`src/rtl/sys_time_rd_cpl_pkg.sv`:
```
// Shared TLP encodings, BAR0 register offsets and types for the system-time read completer.
// The format/type codes and offsets are common to the BAR0 write path.
package sys_time_rd_cpl_pkg;

   localparam logic [6:0]  MEM_RD32_FMT_TYPE = 7'b000_0000;
   localparam logic [6:0]  MEM_RD64_FMT_TYPE = 7'b010_0000;
   localparam logic [6:0]  CPLD_FMT_TYPE     = 7'b100_1010;
   localparam logic [2:0]  CPL_STATUS_SC     = 3'b000;
   localparam logic [9:0]  CPL_LEN_DW        = 10'd1;
   localparam logic [11:0] CPL_BYTE_COUNT    = 12'd4;

   localparam logic [3:0]  BAR0_NSECS_OFF    = 4'h8;
   localparam logic [3:0]  BAR0_SECS_OFF     = 4'h9;
   localparam logic [3:0]  BAR0_TSEN_OFF     = 4'hA;

   typedef enum logic [4:0] {
      S_IDLE  = 5'b00001,
      S_HDR   = 5'b00010,
      S_REQ   = 5'b00100,
      S_BEAT0 = 5'b01000,
      S_BEAT1 = 5'b10000
   } cpl_state_e;

   typedef enum logic {
      SNOOP_IDLE,
      SNOOP_ADDR
   } snoop_state_e;

   typedef struct packed {
      logic        is64;
      logic [2:0]  tc;
      logic [1:0]  attr;
      logic [15:0] req_id;
      logic [7:0]  tag;
   } rd_req_t;

   function automatic logic is_mem_rd(input logic [6:0] fmt_type);
      return (fmt_type == MEM_RD32_FMT_TYPE) || (fmt_type == MEM_RD64_FMT_TYPE);
   endfunction

   // Address beat: a 3DW header carries the address in DW2 (upper half), a 4DW header in DW3.
   function automatic logic [6:2] rd_dw_addr(input logic is64, input logic [63:0] rd);
      return is64 ? rd[6:2] : rd[38:34];
   endfunction

   // Payload byte order matches what the BAR0 write path expects.
   function automatic logic [31:0] bswap32(input logic [31:0] x);
      return {x[7:0], x[15:8], x[23:16], x[31:24]};
   endfunction

endpackage

```
`src/rtl/sys_time_rd_cpl_hdr_build.sv`:
```
// Builds the two 64-bit beats of a 1-DW successful CplD from captured request fields.
// Pure combinational; intended for reuse by other BAR0 read responders.
module cpl_hdr_build
   import sys_time_rd_cpl_pkg::*;
(
   input  logic [2:0]  tc,
   input  logic [1:0]  attr,
   input  logic [15:0] completer_id,
   input  logic [15:0] req_id,
   input  logic [7:0]  tag,
   input  logic [6:2]  lower_addr,
   input  logic [31:0] data,
   output logic [63:0] beat0,
   output logic [63:0] beat1
);

   // Only whole-DW single reads are served, so byte count and lower_addr[1:0] are fixed.
   assign beat0 = {1'b0, CPLD_FMT_TYPE, 1'b0, tc, 4'b0000, 2'b00, attr, 2'b00, CPL_LEN_DW,
                   completer_id, CPL_STATUS_SC, 1'b0, CPL_BYTE_COUNT};

   assign beat1 = {req_id, tag, 1'b0, lower_addr, 2'b00, bswap32(data)};

endmodule

```
`src/rtl/sys_time_rd_cpl.sv`:
```
// Snoops TRN RX for BAR0 reads of the system-time registers and answers with a 1-DW CplD on TRN TX.
// A separate snooper flags reads that arrive while a completion is still pending.
module sys_time_rd_cpl
   import sys_time_rd_cpl_pkg::*;
#(
   parameter logic [3:0] NSECS_OFF = BAR0_NSECS_OFF,
   parameter logic [3:0] SECS_OFF  = BAR0_SECS_OFF,
   parameter logic [3:0] TSEN_OFF  = BAR0_TSEN_OFF
) (
   input  logic        trn_clk,
   input  logic        reset,
   input  logic [63:0] trn_rd,
   input  logic        trn_rsof_n,
   input  logic        trn_reof_n,
   input  logic        trn_rsrc_rdy_n,
   input  logic        trn_rdst_rdy_n,
   input  logic [6:0]  trn_rbar_hit_n,
   output logic [63:0] trn_td,
   output logic [7:0]  trn_trem_n,
   output logic        trn_tsof_n,
   output logic        trn_teof_n,
   output logic        trn_tsrc_rdy_n,
   input  logic        trn_tdst_rdy_n,
   output logic        tx_req,
   input  logic        tx_grant,
   input  logic [15:0] cfg_completer_id,
   input  logic [31:0] sys_nsecs,
   input  logic [31:0] sys_secs,
   input  logic        rx_timestamp_en,
   output logic        rd_overrun
);

   cpl_state_e   state, state_n;
   snoop_state_e snoop, snoop_n;

   rd_req_t      req_q;
   logic [6:2]   lower_addr_q;
   logic [31:0]  data_q;

   logic         rx_acc, tx_acc, rx_sof_rd, rx_is64, busy;
   logic [6:2]   hdr_dw, snoop_dw;
   logic         hdr_hit, snoop_hit;
   logic [31:0]  rd_val;
   logic         capture_req, capture_data;
   logic         snoop_is64, snoop_drop, snoop_arm, set_overrun;
   logic [63:0]  beat0, beat1;
   logic         unused_rx;

   function automatic logic off_hit(input logic [3:0] off);
      return (off == NSECS_OFF) || (off == SECS_OFF) || (off == TSEN_OFF);
   endfunction

   assign rx_acc    = !trn_rsrc_rdy_n && !trn_rdst_rdy_n;
   assign tx_acc    = !trn_tsrc_rdy_n && !trn_tdst_rdy_n;
   assign rx_sof_rd = rx_acc && !trn_rsof_n && !trn_rbar_hit_n[0] && is_mem_rd(trn_rd[62:56]);
   assign rx_is64   = (trn_rd[62:56] == MEM_RD64_FMT_TYPE);
   assign busy      = !((state == S_IDLE) || (state == S_HDR));

   assign hdr_dw    = rd_dw_addr(req_q.is64, trn_rd);
   assign hdr_hit   = off_hit(hdr_dw[5:2]);
   assign snoop_dw  = rd_dw_addr(snoop_is64, trn_rd);
   assign snoop_hit = off_hit(snoop_dw[5:2]);

   // Frame markers and the other BARs play no part in decoding a 1-DW read.
   assign unused_rx = ^{trn_reof_n, trn_rd, trn_rbar_hit_n[6:1]};

   always_comb begin
      rd_val = sys_nsecs;
      if (hdr_dw[5:2] == SECS_OFF)      rd_val = sys_secs;
      else if (hdr_dw[5:2] == TSEN_OFF) rd_val = {31'b0, rx_timestamp_en};
   end

   cpl_hdr_build u_hdr (
      .tc           (req_q.tc),
      .attr         (req_q.attr),
      .completer_id (cfg_completer_id),
      .req_id       (req_q.req_id),
      .tag          (req_q.tag),
      .lower_addr   (lower_addr_q),
      .data         (data_q),
      .beat0        (beat0),
      .beat1        (beat1)
   );

   // NOTE: sequential state uses non-blocking assignments so every flop samples pre-edge values.
   always_ff @(posedge trn_clk) begin
      if (reset) state <= S_IDLE;
      else       state <= state_n;
   end

   // NOTE: captured request fields are qualified by the FSM before use, so they carry no reset.
   always_ff @(posedge trn_clk) begin
      if (capture_req) begin
         req_q.is64   <= rx_is64;
         req_q.tc     <= trn_rd[54:52];
         req_q.attr   <= trn_rd[45:44];
         req_q.req_id <= trn_rd[31:16];
         req_q.tag    <= trn_rd[15:8];
      end
      if (capture_data) begin
         lower_addr_q <= hdr_dw;
         data_q       <= rd_val;
      end
   end

   always_comb begin
      // NOTE: every output gets a default first so no path through the case infers a latch.
      state_n        = state;
      capture_req    = 1'b0;
      capture_data   = 1'b0;
      tx_req         = 1'b0;
      trn_tsof_n     = 1'b1;
      trn_teof_n     = 1'b1;
      trn_tsrc_rdy_n = 1'b1;
      trn_trem_n     = 8'hFF;
      trn_td         = '0;
      unique case (state)
         S_IDLE: begin
            if (rx_sof_rd) begin
               capture_req = 1'b1;
               state_n     = S_HDR;
            end
         end
         S_HDR: begin
            if (rx_acc) begin
               if (hdr_hit) begin
                  capture_data = 1'b1;
                  state_n      = S_REQ;
               end else begin
                  state_n      = S_IDLE;
               end
            end
         end
         S_REQ: begin
            tx_req = 1'b1;
            if (tx_grant) state_n = S_BEAT0;
         end
         S_BEAT0: begin
            tx_req         = 1'b1;
            trn_tsof_n     = 1'b0;
            trn_tsrc_rdy_n = 1'b0;
            trn_trem_n     = 8'h00;
            trn_td         = beat0;
            if (tx_acc) state_n = S_BEAT1;
         end
         S_BEAT1: begin
            tx_req         = 1'b1;
            trn_teof_n     = 1'b0;
            trn_tsrc_rdy_n = 1'b0;
            trn_trem_n     = 8'h00;
            trn_td         = beat1;
            if (tx_acc) state_n = S_IDLE;
         end
         default: state_n = S_IDLE;
      endcase
   end

   // Independent snooper: notes whether the main FSM was busy at SOF, judges the offset one beat later.
   always_comb begin
      snoop_n     = snoop;
      snoop_arm   = 1'b0;
      set_overrun = 1'b0;
      unique case (snoop)
         SNOOP_IDLE: begin
            if (rx_sof_rd) begin
               snoop_arm = 1'b1;
               snoop_n   = SNOOP_ADDR;
            end
         end
         SNOOP_ADDR: begin
            if (rx_acc) begin
               set_overrun = snoop_drop && snoop_hit;
               snoop_n     = SNOOP_IDLE;
            end
         end
         default: snoop_n = SNOOP_IDLE;
      endcase
   end

   always_ff @(posedge trn_clk) begin
      if (reset) begin
         snoop      <= SNOOP_IDLE;
         snoop_is64 <= 1'b0;
         snoop_drop <= 1'b0;
         rd_overrun <= 1'b0;
      end else begin
         snoop <= snoop_n;
         if (snoop_arm) begin
            snoop_is64 <= rx_is64;
            snoop_drop <= busy;
         end
         if (set_overrun) rd_overrun <= 1'b1;
      end
   end

endmodule

```
`config.mk`:
```
export PLATFORM = sky130hd
export DESIGN_NAME = sys_time_rd_cpl
export DESIGN_NICKNAME = d
export VERILOG_FILES = /design/src/rtl/sys_time_rd_cpl_pkg.sv /design/src/rtl/sys_time_rd_cpl_hdr_build.sv /design/src/rtl/sys_time_rd_cpl.sv
export SDC_FILE = /design/constraint.sdc
export NUM_CORES = 1
export LEC_CHECK = 0
export ABC_AREA = 1
export BUFFER_PORTS_ARGS = -buffer_cell sky130_fd_sc_hd__buf_2
export CORE_ASPECT_RATIO = 1.4
export CORE_UTILIZATION = 35
export CTS_BUF_LIST = sky130_fd_sc_hd__clkbuf_2
export DETAILED_ROUTE_END_ITERATION = 10
export GPL_TIMING_DRIVEN = 0
export PLACE_DENSITY = 0.75
export REMOVE_ABC_BUFFERS = 1
export SLEW_MARGIN = 10
export SYNTH_ARGS = -nofsm -noshare
export SYNTH_HDL_FRONTEND = slang
export SYNTH_SLANG_ARGS = --single-unit
```
`constraint.sdc`:
```
create_clock -name trn_clk -period 4.6 [get_ports trn_clk]
set_input_delay 0 -clock trn_clk [delete_from_list [all_inputs] [get_ports trn_clk]]
set_output_delay 0 -clock trn_clk [all_outputs]
set_load 0.02 [all_outputs]
```
# [After elaboration in Yosys (flattened, before gate mapping)]
# Index checks and enable logic that the tools add are counted.
[totals] ram_bits=0 output_inout_bits=77 elab_cells=79 in_bits=160 romBits=0 register_bits=76 mem_count=0 latchBits=0
[classes] addsub=0 n_mux=27 order_cmp=0 n_eq_ne=17 shift=0 n_mul=0 reduce_logical=22 div_mod_pow=0 bitwise=1
[ops] operator="$pmux 64 s2" count=1
[ops] operator="$mux 32" count=2
[ops] operator="$mux 5" count=6
[ops] operator="$pmux 5 s5" count=1
[ops] operator="$eq 4x4->1 const B" count=6
[ops] operator="$mux 1" count=13
[ops] operator="$ne 2x2->1 const B" count=5
[ops] operator="$mux 8" count=1
[ops] operator="$eq 7x6->1 const B" count=1
[ops] operator="$logic_not 7->1" count=1
[ops] operator="$logic_and 1x1->1" count=6
[ops] operator="$logic_not 1->1" count=6
[ops] operator="$logic_or 1x1->1" count=6
[ops] operator="$eq 5x1->1 const B" count=1
[ops] operator="$eq 5x2->1 const B" count=1
[ops] operator="$eq 5x3->1 const B" count=1
[ops] operator="$eq 5x4->1 const B" count=1
[ops] operator="$eq 5x5->1 const B" count=1
[ops] operator="$reduce_and 5->1" count=1
[ops] operator="$mux 4" count=1
[ops] operator="$mux 3" count=1
[ops] operator="$reduce_or 3->1" count=1
[ops] operator="$pmux 1 s2" count=1
[ops] operator="$reduce_or 2->1" count=1
[ops] operator="$not 1->1" count=1

# [Logic depth before layout (Yosys ltp)]
[depth] depth_word=7 depth_mapped=9 ltp_nobuf=9

# [Hierarchy]
# From an unflattened synthesis, not the netlist that was laid out.
[hier_totals] hier_cells=641 hier_area_um2=5132.4
[modules_own_cells] module="sys_time_rd_cpl" n_inst=1 seq_area_each_um2=2192.1 area_each_um2=4164.0 cells_per_inst=511
[modules_own_cells] module="cpl_hdr_build" n_inst=1 seq_area_each_um2=0.0 area_each_um2=968.4 cells_per_inst=130

# [Worst setup path after synthesis]
# Ideal clock, no wire load.
[synth_path] path_kind="register to register" startpoint="register req_q[29] (netlist name)" endpoint="register data_q[0], enable pin" period_less_slack_ps=3988 t_arrival_ps=3511 setup_time_ps=477 path_buffers=1 t_required_ps=4123 path_stages_with_launch=7 slack_ps=612 cell_sequence="edfxtp_1 > buf_6 > nand2_1 > o21ai_1 > nor2_4 > o21ai_0 > nor3_1"
[synth_between] elab_chain_cells=7 word_cells_on_any_way=9 cone_classes="eq/ne: 3; mux: 4; reduce/logical: 2"
[synth_lines] element="from (decl)" line="sys_time_rd_cpl.sv:36" text="rd_req_t req_q;"
[synth_lines] element="$mux 5 *" line="sys_time_rd_cpl_pkg.sv:43" text="return is64 ? rd[6:2] : rd[38:34];"
[synth_lines] element="$eq 4x4->1" line="sys_time_rd_cpl.sv:50" text="return (off == NSECS_OFF) || (off == SECS_OFF) || (off == TSEN_OFF);"
[synth_lines] element="$logic_or 1x1->1" line="sys_time_rd_cpl.sv:50"
[synth_lines] element="$logic_or 1x1->1 *" line="sys_time_rd_cpl.sv:50"
[synth_lines] element="$mux 1 *" line="sys_time_rd_cpl.sv:126" text="if (hdr_hit) begin"
[synth_lines] element="$mux 1 *" line="sys_time_rd_cpl.sv:125" text="if (rx_acc) begin"
[synth_lines] element="$mux 1 *" line="sys_time_rd_cpl.sv:117" text="unique case (state)"
[synth_lines] element="via capture_data" line="sys_time_rd_cpl.sv:44" text="logic capture_req, capture_data;"
[synth_lines] element="to (signal assigned)" line="sys_time_rd_cpl.sv:102" text="data_q <= rd_val;"
[synth_lines] element="to (decl)" line="sys_time_rd_cpl.sv:38" text="logic [31:0] data_q;"
# Mark *: on every way through the listed nets, which the timed path passes. The rest lies on a longest branch.
# A chain may end at the register's enable or synchronous reset.

# [Final worst setup path]
[layout_path] startpoint="register req_q[29] (netlist name)" endpoint="register data_q[8], data pin"
[layout_between] elab_chain_cells=4 word_cells_on_any_way=5 cone_classes="eq/ne: 2; mux: 3"
[layout_lines] element="$mux 5 *" line="sys_time_rd_cpl_pkg.sv:43"
[layout_lines] element="via hdr_dw (one bit)" line="sys_time_rd_cpl.sv:41" text="logic [6:2] hdr_dw, snoop_dw;"
[layout_lines] element="$eq 4x4->1" line="sys_time_rd_cpl.sv:70" text="else if (hdr_dw[5:2] == TSEN_OFF) rd_val = {31'b0, rx_timestamp_en};"
[layout_lines] element="$mux 32" line="sys_time_rd_cpl.sv:70"
[layout_lines] element="$mux 32 *" line="sys_time_rd_cpl.sv:69" text="if (hdr_dw[5:2] == SECS_OFF) rd_val = sys_secs;"
[layout_lines] element="via rd_val[8]" line="sys_time_rd_cpl.sv:43" text="logic [31:0] rd_val;"
# Marks and branches as above.

==> results.txt <==
Status - complete, no violations
Layout Nets - 938
I/O pin cnt - 237
Pwr Total - 1.71 mW
Die Span X - 90.9 µm
Clock root buffer - clkbuf_2
Fraction of registers with async set or reset after synthesis - 0
Worst min path class - in2reg
Slowest Stage Delay on Critical Path - 610 ps
Final hold vios - 0
#FFs+latches synth - 76
Syn Inst Count - 459
Most common cell in the netlist - nand2_1
Initial antenna violation count - 1
Slowest-stage cell, CP - edfxtp_1
Number of global-route vias before repair - 3,956
GR Util met1 - 0.225
Met2 Use GR - 0.373
Port bufs - 209
Total number of vias - 4,194
CP required - 5010 ps
Most used cell along the critical path - nand2_1
Detailed-router iteration count before antenna repair - 4
R2r setup slk - 1170 ps
Largest area contributor in the netlist - edfxtp_1
RSZ-0062 raised after global routing - false
Clock buffer depth - 2
Combinational share of power - 0.338
HP Start - trn_rdst_rdy_n
Clock sink count - 76
Max Slew Vio Count - 0
# setup viols final - 0
Detail Route Antenna Nets - 0
Sequential Power Share - 0.460
Die boundary height - 127 µm
GR peak layer - met2
Switch Pwr - 0.615 mW
Worst Path Arrival - 3840 ps
Sequential element share of the synthesized area - 0.566
Syn. warnings - 0
Total routed wirelength - 11.9 mm
FP Rows - 45
CP startpoint - req_q[29]
Maximum capacitance violations - 0
Switching Fraction - 0.360
Top post-synthesis cells by area - edfxtp_1, nand2_1, inv_1
Mapped Area - 3880 µm²
Tmin final - 3430 ps
Max Clock Freq - 292 MHz
Period utilization - 0.746
Fill cells - 943
Core area - 10,800 µm²
Largest net degree at the start of global routing - 35
Area growth, synth to finish - 62.9%
Final setup TNS - 0 ps
Clock latency on the worst-skew pair - 530 ps
Routed vias/inst - 4.53
Gr usage total - 0.204
Multi-input gate area - 1190 µm²
Initial Utilization - 0.359
P per Cell Area - 271 nW/µm²
CP cell instances - nand2_1, o21ai_2, dlygate4sd3_1, inv_1, nand3_4, inv_2, nand2_1, nand2_1, dlygate4sd3_1
CP startpoint kind - register
Placed Cells - 789
# resized after CTS - 0
Die area - 11,500 µm²
Clock skew - 33.7 ps
Crit Path Category - reg2reg
Worst Max-Slew Pin Slew - 736 ps
# H-tree levels - 3
Crit. End Element - register
Clock-pin slew on the worst setup and hold paths - 230 ps
Post-DP Area - 5020 µm²
Post-synth EDFFs - 67
Pleak - 3.19 nW
Clock Power Share - 0.203
Sequential Area - 2190 µm²
WL/cell - 12.9 µm
GP Congestion - 0.782
Post-route cell area - 6310 µm²
Critical Path Fanout Max - 34
Post-synth top cells - nand2_1, inv_1, nor2_1
Worst R2R Start - req_q[29]
GR Util met3 - 0.0312
DRT iter0 DRCs - 178
CTS Buf Count - 9
VDD IR max - 0.209 mV
DP Wirelength - 7.34 mm
Internal power - 1.10 mW
Post-route insts no fill - 925
Synth unique cells - 24
Synth top area share - 0.519
# DRC - 0
Mean Syn Cell Area - 8.44 µm²
First-pass GRT wire length - 18.4 mm
CTS tree - built
Overflow after GRT - 0
Share of layout cells above drive strength 1 - 0.317
Post-synth top flop - edfxtp_1
Slew HR - 0.507
-- cell usage in the layout (no fill, tap or decap), types with 2 or more instances in the layout --
cell type,Yosys,layout
buf_2,10,209
inv_6,0,2
nand3_2,2,3
o21ai_2,3,3
nor2_1,68,68
inv_1,82,82
inv_2,3,3
nor3_1,4,2
conb_1,1,2
nor2_2,2,2
nand3_1,38,37
nand4_1,3,3
clkinvlp_4,0,3
o21ai_1,9,9
buf_4,11,2
dfxtp_1,9,9
nor3_2,0,2
a21oi_1,4,4
nand2_1,114,114
edfxtp_1,67,67
buf_6,4,4
o21ai_0,18,18
clkbuf_2,0,9
dlygate4sd3_1,0,119
-- kinds of logic (layout without fill, tap and decap cells) --
family,after synthesis,in the layout,synth area share
AOI/OAI and AO/OA,35,35,0.0484
buffers and inverters,113,436,0.131
other,1,3,0.000967
DFF,76,76,0.566
muxes,1,1,0.00290
and+or+nand+nor,233,233,0.251
-- metrics by stage --
step / util / setup slack [ps] / hold slack, ps
floorplan: - / 553 / 69.1
global placement: 0.455 / -920 / 177
detailed placement: 0.464 / 1840 / 178
CTS: 0.584 / 1220 / 19.0
global route: 0.584 / 925 / 76.4
finish: 0.584 / 1170 / 76.7
-- critical path, delay by kind of cell (launching register included) --
family | cells | cell delay [ps]
buffers and inverters | 4 | 1810
and+or+nand+nor | 4 | 770
DFF | 1 | 610
AOI/OAI and AO/OA | 1 | 90
-- layer usage --
metal	vias to the layer above	routed length [µm]
met5	-	0
li1	2062	-
met2	171	6350
met3	39	523
met4	0	468
met1	1922	4570
-- registers in the layout, summed over array words and instances (netlist names) --
| name | cells |
|---|---|
| data_q | 32 |
| req_q | 30 |
| lower_addr_q | 5 |
| state | 5 |
| rd_overrun | 1 |
| snoop | 1 |
| snoop_drop | 1 |
| snoop_is64 | 1 |
-- power groups by stage --
stage          logic (mW)  registers, mW  clock network, mW
6_report            0.578          0.787              0.346
5_1_grt             0.634          0.788              0.382
4_1_cts             0.571          0.787              0.360
3_5_place_dp        0.478          0.801                  0
3_3_place_gp        0.464          0.801                  0
2_1_floorplan       0.304          0.798                  0
-- what timing repair did --
| action | 4_1_cts | 5_1_grt |
|---|---|---|
| setup buffers | 0 | 0 |
| hold endpoints to repair | 80 | 0 |
| hold buffers | 119 | 0 |
| endpoints found under the setup margin | 0 | 0 |
-- layout make-up --
| class | instances | share of cell area |
|---|---|---|
| timing repair buffer | 335 | 0.368 |
| sequential | 76 | 0.347 |
| multi-input combinational | 271 | 0.189 |
| inverter | 85 | 0.0505 |
| tap | 141 | 0.0279 |
| clock inverter | 7 | 0.00951 |
| clock buffer | 9 | 0.00713 |
| antenna | 1 | 0.000396 |
-- path summary, 6_finish.rpt --
kind,endpoint,cells past startpoint
hold reg to reg,rd_overrun,2
setup reg to reg,data_q[8],9
setup / recovery,data_q[8],9
hold / removal,data_q[26],4
Note: power is estimated with default switching activity, not from simulation.
